===== src/rtl/layer_output_serializer_if.sv =====
// rtl/layer_output_serializer_if.sv - parallel neuron bundle in, serial word stream out
interface layer_output_serializer_if #(
    parameter int NN        = 30,
    parameter int dataWidth = 16
);
    logic [NN-1:0]           i_valid;
    logic [NN*dataWidth-1:0] i_data;
    logic                    o_ready;
    logic                    o_valid;
    logic [dataWidth-1:0]    o_data;
    logic                    o_last;
    logic                    busy;
    logic                    overrun;

    // master: upstream layer plus downstream consumer; slave: the serializer
    modport master (
        output i_valid, i_data, o_ready,
        input  o_valid, o_data, o_last, busy, overrun
    );

    modport slave (
        input  i_valid, i_data, o_ready,
        output o_valid, o_data, o_last, busy, overrun
    );
endinterface


===== src/rtl/layer_output_serializer.sv =====
// rtl/layer_output_serializer.sv - captures NN parallel neuron words and replays them serially
module layer_output_serializer #(
    parameter int NN        = 30,
    parameter int dataWidth = 16
) (
    input logic                     clk,
    input logic                     rst,
    layer_output_serializer_if.slave bus
);
    localparam int            CW   = (NN > 1) ? $clog2(NN) : 1;
    localparam logic [CW-1:0] LAST = CW'(NN - 1);

    typedef enum logic {IDLE, SHIFT} state_t;

    state_t                  state;
    logic [NN*dataWidth-1:0] shreg;
    logic [CW-1:0]           count;
    logic                    last_q;
    logic                    overrun_q;
    logic                    frame;
    logic                    beat;

    assign frame = &bus.i_valid;
    assign beat  = (state == SHIFT) && bus.o_ready;

    // o_last is kept as its own flop so it tracks count without a decode on the output
    always_ff @(posedge clk or negedge rst) begin
        if (!rst) begin
            state     <= IDLE;
            shreg     <= '0;
            count     <= '0;
            last_q    <= 1'b0;
            overrun_q <= 1'b0;
        end else begin
            case (state)
                IDLE: begin
                    if (frame) begin
                        shreg  <= bus.i_data;
                        count  <= '0;
                        last_q <= (NN == 1);
                        state  <= SHIFT;
                    end
                end
                SHIFT: begin
                    if (beat) begin
                        if (count == LAST) begin
                            if (frame) begin
                                // back-to-back: next frame starts with no idle cycle
                                shreg  <= bus.i_data;
                                count  <= '0;
                                last_q <= (NN == 1);
                            end else begin
                                shreg  <= shreg >> dataWidth;
                                count  <= '0;
                                last_q <= 1'b0;
                                state  <= IDLE;
                            end
                        end else begin
                            shreg  <= shreg >> dataWidth;
                            count  <= count + CW'(1);
                            last_q <= ((count + CW'(1)) == LAST);
                            if (frame) begin
                                overrun_q <= 1'b1;
                            end
                        end
                    end else if (frame) begin
                        overrun_q <= 1'b1;
                    end
                end
                default: state <= IDLE;
            endcase
        end
    end

    assign bus.o_valid = (state == SHIFT);
    assign bus.busy    = (state == SHIFT);
    assign bus.o_data  = shreg[dataWidth-1:0];
    assign bus.o_last  = last_q;
    assign bus.overrun = overrun_q;
endmodule

===== src/flat_wrapper.sv =====
// flat-port wrapper written by rule: the top's interface ports become plain ports
module layer_output_serializer_flat 
#(
    parameter int NN        = 30,
    parameter int dataWidth = 16
)
  (clk, rst, bus_i_valid, bus_i_data, bus_o_ready, bus_o_valid, bus_o_data, bus_o_last, bus_busy, bus_overrun);
  layer_output_serializer_if #(.NN(NN), .dataWidth(dataWidth)) bus_i ();
  input logic clk;
  input logic rst;
  input wire logic [$bits(bus_i.i_valid)-1:0] bus_i_valid;
  input wire logic [$bits(bus_i.i_data)-1:0] bus_i_data;
  input wire logic [$bits(bus_i.o_ready)-1:0] bus_o_ready;
  output wire logic [$bits(bus_i.o_valid)-1:0] bus_o_valid;
  output wire logic [$bits(bus_i.o_data)-1:0] bus_o_data;
  output wire logic [$bits(bus_i.o_last)-1:0] bus_o_last;
  output wire logic [$bits(bus_i.busy)-1:0] bus_busy;
  output wire logic [$bits(bus_i.overrun)-1:0] bus_overrun;
  assign bus_i.i_valid = bus_i_valid;
  assign bus_i.i_data = bus_i_data;
  assign bus_i.o_ready = bus_o_ready;
  assign bus_o_valid = bus_i.o_valid;
  assign bus_o_data = bus_i.o_data;
  assign bus_o_last = bus_i.o_last;
  assign bus_busy = bus_i.busy;
  assign bus_overrun = bus_i.overrun;
  layer_output_serializer #(.NN(NN), .dataWidth(dataWidth)) u_core (.clk(clk), .rst(rst), .bus(bus_i));
endmodule

===== config.mk =====
export PLATFORM = sky130hd
export DESIGN_NAME = layer_output_serializer_flat
export DESIGN_NICKNAME = d
export VERILOG_FILES = /design/src/rtl/layer_output_serializer_if.sv /design/src/rtl/layer_output_serializer.sv /design/src/flat_wrapper.sv
export SDC_FILE = /design/constraint.sdc
export NUM_CORES = 1
export LEC_CHECK = 0
export CELL_PAD_IN_SITES_DETAIL_PLACEMENT = 1
export CELL_PAD_IN_SITES_GLOBAL_PLACEMENT = 2
export CORE_MARGIN = 4
export CORE_UTILIZATION = 32
export CTS_CLUSTER_SIZE = 14
export DETAILED_ROUTE_END_ITERATION = 6
export PLACE_DENSITY_LB_ADDON = 0.2
export SYNTH_ARGS = -nofsm -noshare
export SYNTH_HDL_FRONTEND = slang
export SYNTH_SLANG_ARGS = --single-unit

===== constraint.sdc =====
create_clock -name clk -period 5.2 [get_ports clk]
set_input_delay 1.04 -clock clk [delete_from_list [all_inputs] [get_ports clk]]
set_output_delay 1.04 -clock clk [all_outputs]
set_load 0.03 [all_outputs]

== Word level (Yosys, flattened, before mapping) ==
Cells that the tools add are included.

* Register bits: 488
* Bits of input ports: 513
* Output and inout bits: 20

* Add/subtract/negate cells: 1
* Equal/unequal tests: 5
* Multiplexer cells: 20
* Bitwise logic cells: 1
* Reduce and logical (&&, ||, !) cells: 4

{| class="wikitable"
|+ Operators by type and width
! kind !! number
|-
| $mux 480 || 4
|-
| $pmux 480 s2 || 1
|-
| $reduce_and 30->1 || 1
|-
| $mux 5 || 3
|-
| $eq 5x5->1 const B || 2
|-
| $pmux 5 s2 || 1
|-
| $mux 1 || 9
|-
| $add 5x1->5 const B || 1
|-
| $ne 2x2->1 const B || 2
|-
| $pmux 1 s2 || 2
|-
| $reduce_and 2->1 || 2
|-
| $ne 2x1->1 const B || 1
|-
| $logic_and 1x1->1 || 1
|-
| $not 1->1 || 1
|}

== Longest topological paths before layout ==
Gate-level depths: netlist of the first run.

* Word-level depth: 5
* Depth in mapped cells: 9

== Least setup slack after synthesis of the first run ==
OpenSTA, ideal clock, no wires.

* Path kind: input -> register
* Start: input port bus_i_valid[25]
* End: register u_core.shreg[471]
* Library setup time: 121 ps
* Data arrival time: 2,558 ps
* Required time: 5,079 ps
* Path slack: 2,522 ps
* Stages on the path: 6
* Path buffers: 2
* Path through: nand4_1 -> or4_1 -> o21a_1 -> clkbuf_1 -> clkbuf_1 -> a22o_1

* Cells in the longest elaborated chain, start to end: 5

{| class="wikitable"
|+ Ends and longest elaborated chain
! element !! RTL line !! text
|-
| from (decl) || flat_wrapper.sv:11 || <nowiki>input wire logic [$bits(bus_i.i_valid)-1:0] bus_i_valid;</nowiki>
|-
| $reduce_and 30->1 (*) || layer_output_serializer.sv:23 || <nowiki>assign frame = &bus.i_valid;</nowiki>
|-
| $mux 480 || layer_output_serializer.sv:47 || <nowiki>if (frame) begin</nowiki>
|-
| $mux 480 || layer_output_serializer.sv:46 || <nowiki>if (count == LAST) begin</nowiki>
|-
| $mux 480 || layer_output_serializer.sv:45 || <nowiki>if (beat) begin</nowiki>
|-
| $pmux 480 s2 || layer_output_serializer.sv:35 || <nowiki>case (state)</nowiki>
|-
| to (signal assigned) || layer_output_serializer.sv:38 || <nowiki>shreg <= bus.i_data;</nowiki>
|-
| to (signal assigned) || layer_output_serializer.sv:49 || <nowiki>shreg <= bus.i_data;</nowiki>
|-
| to (signal assigned) || layer_output_serializer.sv:53 || <nowiki>shreg <= shreg >> dataWidth;</nowiki>
|-
| to (decl) || layer_output_serializer.sv:16 || <nowiki>logic [NN*dataWidth-1:0] shreg;</nowiki>
|}

Every way passes the cells marked *; elsewhere a longest branch is shown, timed or not. The select of a mux whose other input is x is not followed.
A chain may end at the register's enable or synchronous reset.

== Worst setup path in the final report of the first run ==
* Start: input port bus_i_valid[16]
* End: register u_core.shreg[99]

The elaborated chain is that of the path after synthesis.

==> reports/results.tsv, run 1 <==
metric	value	unit
status	finished clean	
timing.fmax	0.295	GHz
setup_violations	0	
hold_viol	0	
syn_area	20700	um2
hpwl	52800	um
start_kind	primary input	
cts-root-buf	clkbuf_16	
ys_seq_area_share	59.1	%
crit_arrival	3.89	ns
ys_types	32	
clk_latency	0.60	ns
grt_max_degree	230	
path_cells	clkdlybuf4s50_1 -> nand4_1 -> or4_1 -> o21ai_4 -> buf_12 -> buf_12 -> o22ai_1 -> a21oi_1	
drt_iter0_markers	1120	
wire_per_inst	21.6	um
cp-end-kind	register	
netlist_instances	2145	
clockBufferDepth	3	
grt-ovfl-total	0	
synth_top_family_by_area	compound AO/OA/AOI/OAI gates	
yosys.area_share.adder	0.182	%
layout-drive-gt1-share	4.19	%
critical_path.slowest_cell	or4_1	
antenna_found_initial	41	
ys_ff_latch	488	
yosysMostFrequentCell	dfrtp_1	
synth_compound_area_share	26.4	%
path_max_fanout	118	
synthMuxAreaShare	0	%
globalRouteTotalUtil	21.2	%
synth-xor-area-share	0.0424	%
netlist_top_cells_area	dfrtp_1 59%, o22ai_1 14%, a21oi_1 11%, inv_1 8.5%, buf_4 2.3%	
skew	0.0217	ns
leakagePower	11.8	nW
drc_errors	0	
cts.sinks	488	
final.period_utilization	65.2	%
async_reset_ff_share	100	%
min_path_type	in -> async	
die_y	262	um
finalPower	8.09	mW
drv_cap	0	
nets	3102	
cts_max_level	2	
cts_made_buffers	56	
pwr_density_cell	286	nW/um2
ys.warnings.count	0	
drt.antenna.violating_nets	0	
layout_setup_ws	1.81	ns
fin_setup_tns	0	ns
cts_setup_buffers	0	
drv_slew	0	
preCtsSetupSlack	1.21	ns
ioPinCount	533	
required	5.70	ns
clk_pin_slew_worst_paths	0.06	ns
cts_hold_buf	0	
worst_pin_slew	1.30	ns
via_per_inst	5.08	
drt-pass1-iter-count	4	
syn_nets	2661	
grt_pass1_vias	19400	
ir_drop	0.233	mV
core	63500	um2
critical_path.most_common_cell	buf_12	
start_util	32.5	%
worst-setup-path-type	in -> reg	
grt_pass1_wl	114000	um
io_buffers	532	
synth.top_cell.area_share	59.1	%
yosysTopAreaCell	dfrtp_1	
synth_commonest_cells	488 x dfrtp_1, 467 x inv_1, 465 x a21oi_1	
cts_resized	0	
wl	75600	um
rsz0062_at_grt	false	
via_count	17800	
rows	92	
avgSynthCellArea	9.63	um2
cts_tree	built	
area_growth	37.1	%
fin_crit	3.39	ns
fp.dieArea	68700	um2
gp_congestion	0.820	
synth_edf_count	0	
relSlewSlack	13.6	%
slowest_delay	0.63	ns
yosys_most_used_dff	dfrtp_1	
yosys.area_share.simple	1.39	%
fp.dieW	262	um
-- layout make-up --
| class | instances | area [um2] |
|---|---|---|
| fill | 7085 | 35200 |
| multi-input combinational | 1013 | 5790 |
| clock inverter | 13 | 100 |
| sequential | 488 | 12200 |
| antenna | 28 | 70.1 |
| clock buffer | 83 | 1610 |
| tap | 846 | 1060 |
| timing repair buffer | 560 | 5720 |
| inverter | 467 | 1750 |
-- registers in the layout, indices dropped and copies added (netlist names) --
| register | count |
|---|---|
| u_core.bus.busy | 1 |
| u_core.bus.o_last | 1 |
| u_core.bus.overrun | 1 |
| u_core.count | 5 |
| u_core.shreg | 480 |
-- where the power goes --
part / internal (mW) / switching (mW)
Clock: 2.18 / 1.59
Sequential: 3.80 / 0.00000424
Combinational: 0.359 / 0.158
-- worst paths after layout --
kind                                   start           endpoint  slack (ns)  cells after the start
max in group asynchronous                rst  u_core.shreg[100]        3.62                      2
min in group clk           u_core.bus.o_last  u_core.bus.o_last        0.48                      2
setup reg to reg             u_core.bus.busy   u_core.shreg[99]        2.43                      7
hold reg to reg            u_core.bus.o_last  u_core.bus.o_last        0.48                      2
setup / recovery             bus_i_valid[16]   u_core.shreg[99]        1.81                      8
hold / removal                           rst   u_core.shreg[13]        0.43                      1
-- worst max-delay path: cells and delay by family --
kind | cells | cell delay, ns
compound gates | 3 | 0.61
buf+inv | 3 | 1.23
simple gates | 2 | 0.82
-- routing by layer --
| layer | GRT usage [%] | up-vias | share of wire, % |
|---|---|---|---|
| li1 | - | 8342 | - |
| met1 | 26.1 | 8891 | 40 |
| met2 | 36.4 | 391 | 51 |
| met3 | 5.70 | 112 | 6.0 |
| met4 | 6.92 | 24 | 2.4 |
| met5 | 0 | - | 0.23 |
-- layout by cell type, fill, tap and decap left out, types with 3 or more instances in the layout --
master	synthesis	routed
a21oi_1	465	465
a22o_1	16	16
buf_12	0	14
buf_4	63	14
clkbuf_1	109	17
clkbuf_16	0	57
clkbuf_8	0	9
clkdlybuf4s50_1	0	531
clkinv_2	0	9
dfrtp_1	488	488
diode_2	0	28
ha_1	3	3
inv_1	467	467
nand2_1	15	15
nand3_1	4	4
nand4_1	15	15
nor2_1	4	4
nor3_1	3	3
o21ai_0	3	3
o22ai_1	464	464
-- through the flow --
| step | area [um2] | utilization, % | hold slack, ns | std cells |
|---|---|---|---|---|
| after floorplan | 20700 | - | 0.473 | 2145 |
| after detailed placement | 26500 | 41.8 | 0.466 | 3374 |
| after global placement | 26500 | 41.8 | 0.466 | 3374 |
| after global routing | 28300 | 44.5 | 0.482 | 3491 |
| final | 28300 | 44.6 | 0.427 | 3498 |
| after CTS | 28200 | 44.5 | 0.468 | 3470 |
-- logic make-up (layout without fill, tap and decap cells) --
family | after synthesis | in the layout
flip-flops | 488 | 488
other | 0 | 28
adder cells (fa/ha/maj) | 3 | 3
buffers and inverters | 644 | 1123
AO/OA/AOI/OAI | 956 | 956
XOR/XNOR | 1 | 1
AND/OR/NAND/NOR | 53 | 53
(Power assumes the default switching activity.)
==> inputs of run 2 (changes only) <==
--- a/config.mk
+++ b/config.mk
@@ -8,7 +8,7 @@
 export CELL_PAD_IN_SITES_DETAIL_PLACEMENT = 1
 export CELL_PAD_IN_SITES_GLOBAL_PLACEMENT = 2
 export CORE_MARGIN = 4
-export CORE_UTILIZATION = 32
+export CORE_UTILIZATION = 27
 export CTS_CLUSTER_SIZE = 14
 export DETAILED_ROUTE_END_ITERATION = 6
 export PLACE_DENSITY_LB_ADDON = 0.2
==> constraint.sdc (replaced) <==
create_clock -name clk -period 3.1 [get_ports clk]
set_input_delay 0.62 -clock clk [delete_from_list [all_inputs] [get_ports clk]]
set_output_delay 0.62 -clock clk [all_outputs]
set_load 0.03 [all_outputs]
==> reports/results.tsv, run 2 (synthesis results as in run 1) <==
metric	value	unit	change
core	75800	um2	+19%
path_cells	buf_4 -> clkdlybuf4s50_1		
skew	0.0217	ns	+0.0000134 ns
worst-setup-path-type	reg -> out		
min_path_type	in -> async		
fin_crit	2.51	ns	
gp_congestion	0.806		-1.7%
leakagePower	12.2	nW	+3.2%
clk_pin_slew_worst_paths	0.06	ns	about the same
wire_per_inst	22.1	um	+2.2%
cts_setup_buffers	0		unchanged
layout_commonest_cell	clkdlybuf4s50_1		
layout-drive-gt1-share	6.24	%	+2.0 points
cts.sinks	488		unchanged
crit_arrival	1.89	ns	-2.00 ns
globalRouteTotalUtil	19.5	%	-1.7 points
drt-pass1-iter-count	4		unchanged
largestRegisters	u_core.shreg x480, u_core.count x5		
cts_made_buffers	58		+3.6%
finalPower	14.3	mW	+77%
antenna_found_initial	30		-27%
num-fill-cells	8544		+21%
via_count	18100		+1.7%
grt_pass1_wl	124000	um	+8.8%
cts_max_level	2		unchanged
setup_violations	0		unchanged
fin_setup_tns	0	ns	unchanged
via_per_inst	4.91		-3.3%
reg2reg_from	u_core.count[1]		
grt-ovfl-total	0		unchanged
critical_path.top_delay_family	buffers and inverters		
nets	3144		+1.4%
ir_drop	0.371	mV	+60%
drt_iter0_markers	1041		-7.1%
clk_latency	0.62	ns	+0.02 ns
crit_buf_inv	2		-1
relSlewSlack	52.1	%	+39 points
drv_slew	0		unchanged
final.period_utilization	80.9	%	
largest-register	u_core.shreg		
fp.dieArea	81000	um2	+18%
drc_errors	0		unchanged
slowest_delay	0.74	ns	+0.11 ns
grt_pass1_vias	20000		+3.5%
hold_viol	0		unchanged
cts-root-buf	clkbuf_16		
hpwl	58900	um	+11%
cts_hold_buf	0		unchanged
status	finished clean		
reg2reg_setup_slack	0.67	ns	-1.76 ns
grt_max_degree	74		-68%
drv_cap	0		unchanged
rows	101		+9.8%
path_max_fanout	7		-94%
r2r-end	u_core.shreg[69]		
final_cell_mix	531 x clkdlybuf4s50_1, 488 x dfrtp_1, 467 x inv_1		
start_kind	register		
wl	81200	um	+7.4%
area_growth	41.2	%	
pwr_density_cell	490	nW/um2	+72%
required	2.48	ns	-3.22 ns
start_util	27.2	%	-5.3 points
whs	0.0380	ns	-0.389 ns
critical_path.slowest_cell	clkdlybuf4s50_1		
cts_tree	built		
largest_reg_flops	480		unchanged
fp.dieW	285	um	+8.6%
cts_resized	0		unchanged
cp-end-kind	primary output		
die_y	285	um	+8.6%
rsz0062_at_grt	false		
worstRegToRegCells	9		+2
drt.antenna.violating_nets	0		unchanged
final_core_util	38.5	%	-6.1 points
clockBufferDepth	3		unchanged
timing.fmax	0.399	GHz	
worst_pin_slew	0.718	ns	-0.578 ns
ioPinCount	533		unchanged
io_buffers	532		unchanged
==> run 2: worst max-delay path by stage <==
stage	startpoint	to	slack [ns]	depth (start not counted)
finish	u_core.bus.busy	bus_busy	0.59	2
global route	u_core.count[1]	u_core.shreg[69]	0.38	9
CTS	u_core.bus.busy	bus_busy	0.52	2
detailed placement	bus_i_valid[18]	u_core.shreg[92]	0.07	8
global placement	bus_i_valid[21]	u_core.shreg[131]	0.14	8
floorplan	bus_i_valid[25]	u_core.shreg[471]	0.84	6
==> run 2: area by class of cell <==
cell class / count / area (um2) / area share [%]
tap: 978 / 1220 / 4.20
inverter: 467 / 1750 / 6.01
multi-input combinational: 1013 / 5790 / 19.9
sequential: 488 / 12200 / 41.9
clock inverter: 20 / 223 / 0.764
clock buffer: 89 / 1740 / 5.96
antenna: 23 / 57.6 / 0.197
timing repair buffer: 600 / 6170 / 21.1
==> run 2: worst register-to-register path: cells and delay by family (launching register included) <==
family	cells	cell delay, ns
flip-flops	1	0.41
adder cells (fa/ha/maj)	1	0.19
buffers and inverters	3	0.69
AO/OA/AOI/OAI	3	0.63
AND/OR/NAND/NOR	2	0.40
==> run 2: metal layers <==
| metal | GRT usage [%] | up-vias | share of wire [%] |
|---|---|---|---|
| met1 | 24.7 | 9144 | 42 |
| met4 | 5.52 | 18 | 2.1 |
| li1 | - | 8427 | - |
| met3 | 4.68 | 103 | 5.2 |
| met5 | 0 | - | 0.12 |
| met2 | 33.2 | 369 | 50 |
==> run 2: stage by stage <==
| step | instance area [um2] | setup slack (ns) | cells |
|---|---|---|---|
| 2_1_floorplan | 20700 | 0.842 | 2145 |
| 3_3_place_gp | 27100 | 0.139 | 3546 |
| 3_5_place_dp | 27100 | 0.0728 | 3546 |
| 4_1_cts | 29100 | 0.521 | 3655 |
| 5_1_grt | 29100 | 0.378 | 3670 |
| 6_report | 29200 | 0.594 | 3678 |
==> run 2: where the power goes <==
part | internal, mW | switching, mW | leakage [nW]
Clock | 4.18 | 2.85 | 0.978
Combinational | 0.613 | 0.288 | 4.44
Sequential | 6.37 | 0.00000732 | 6.81
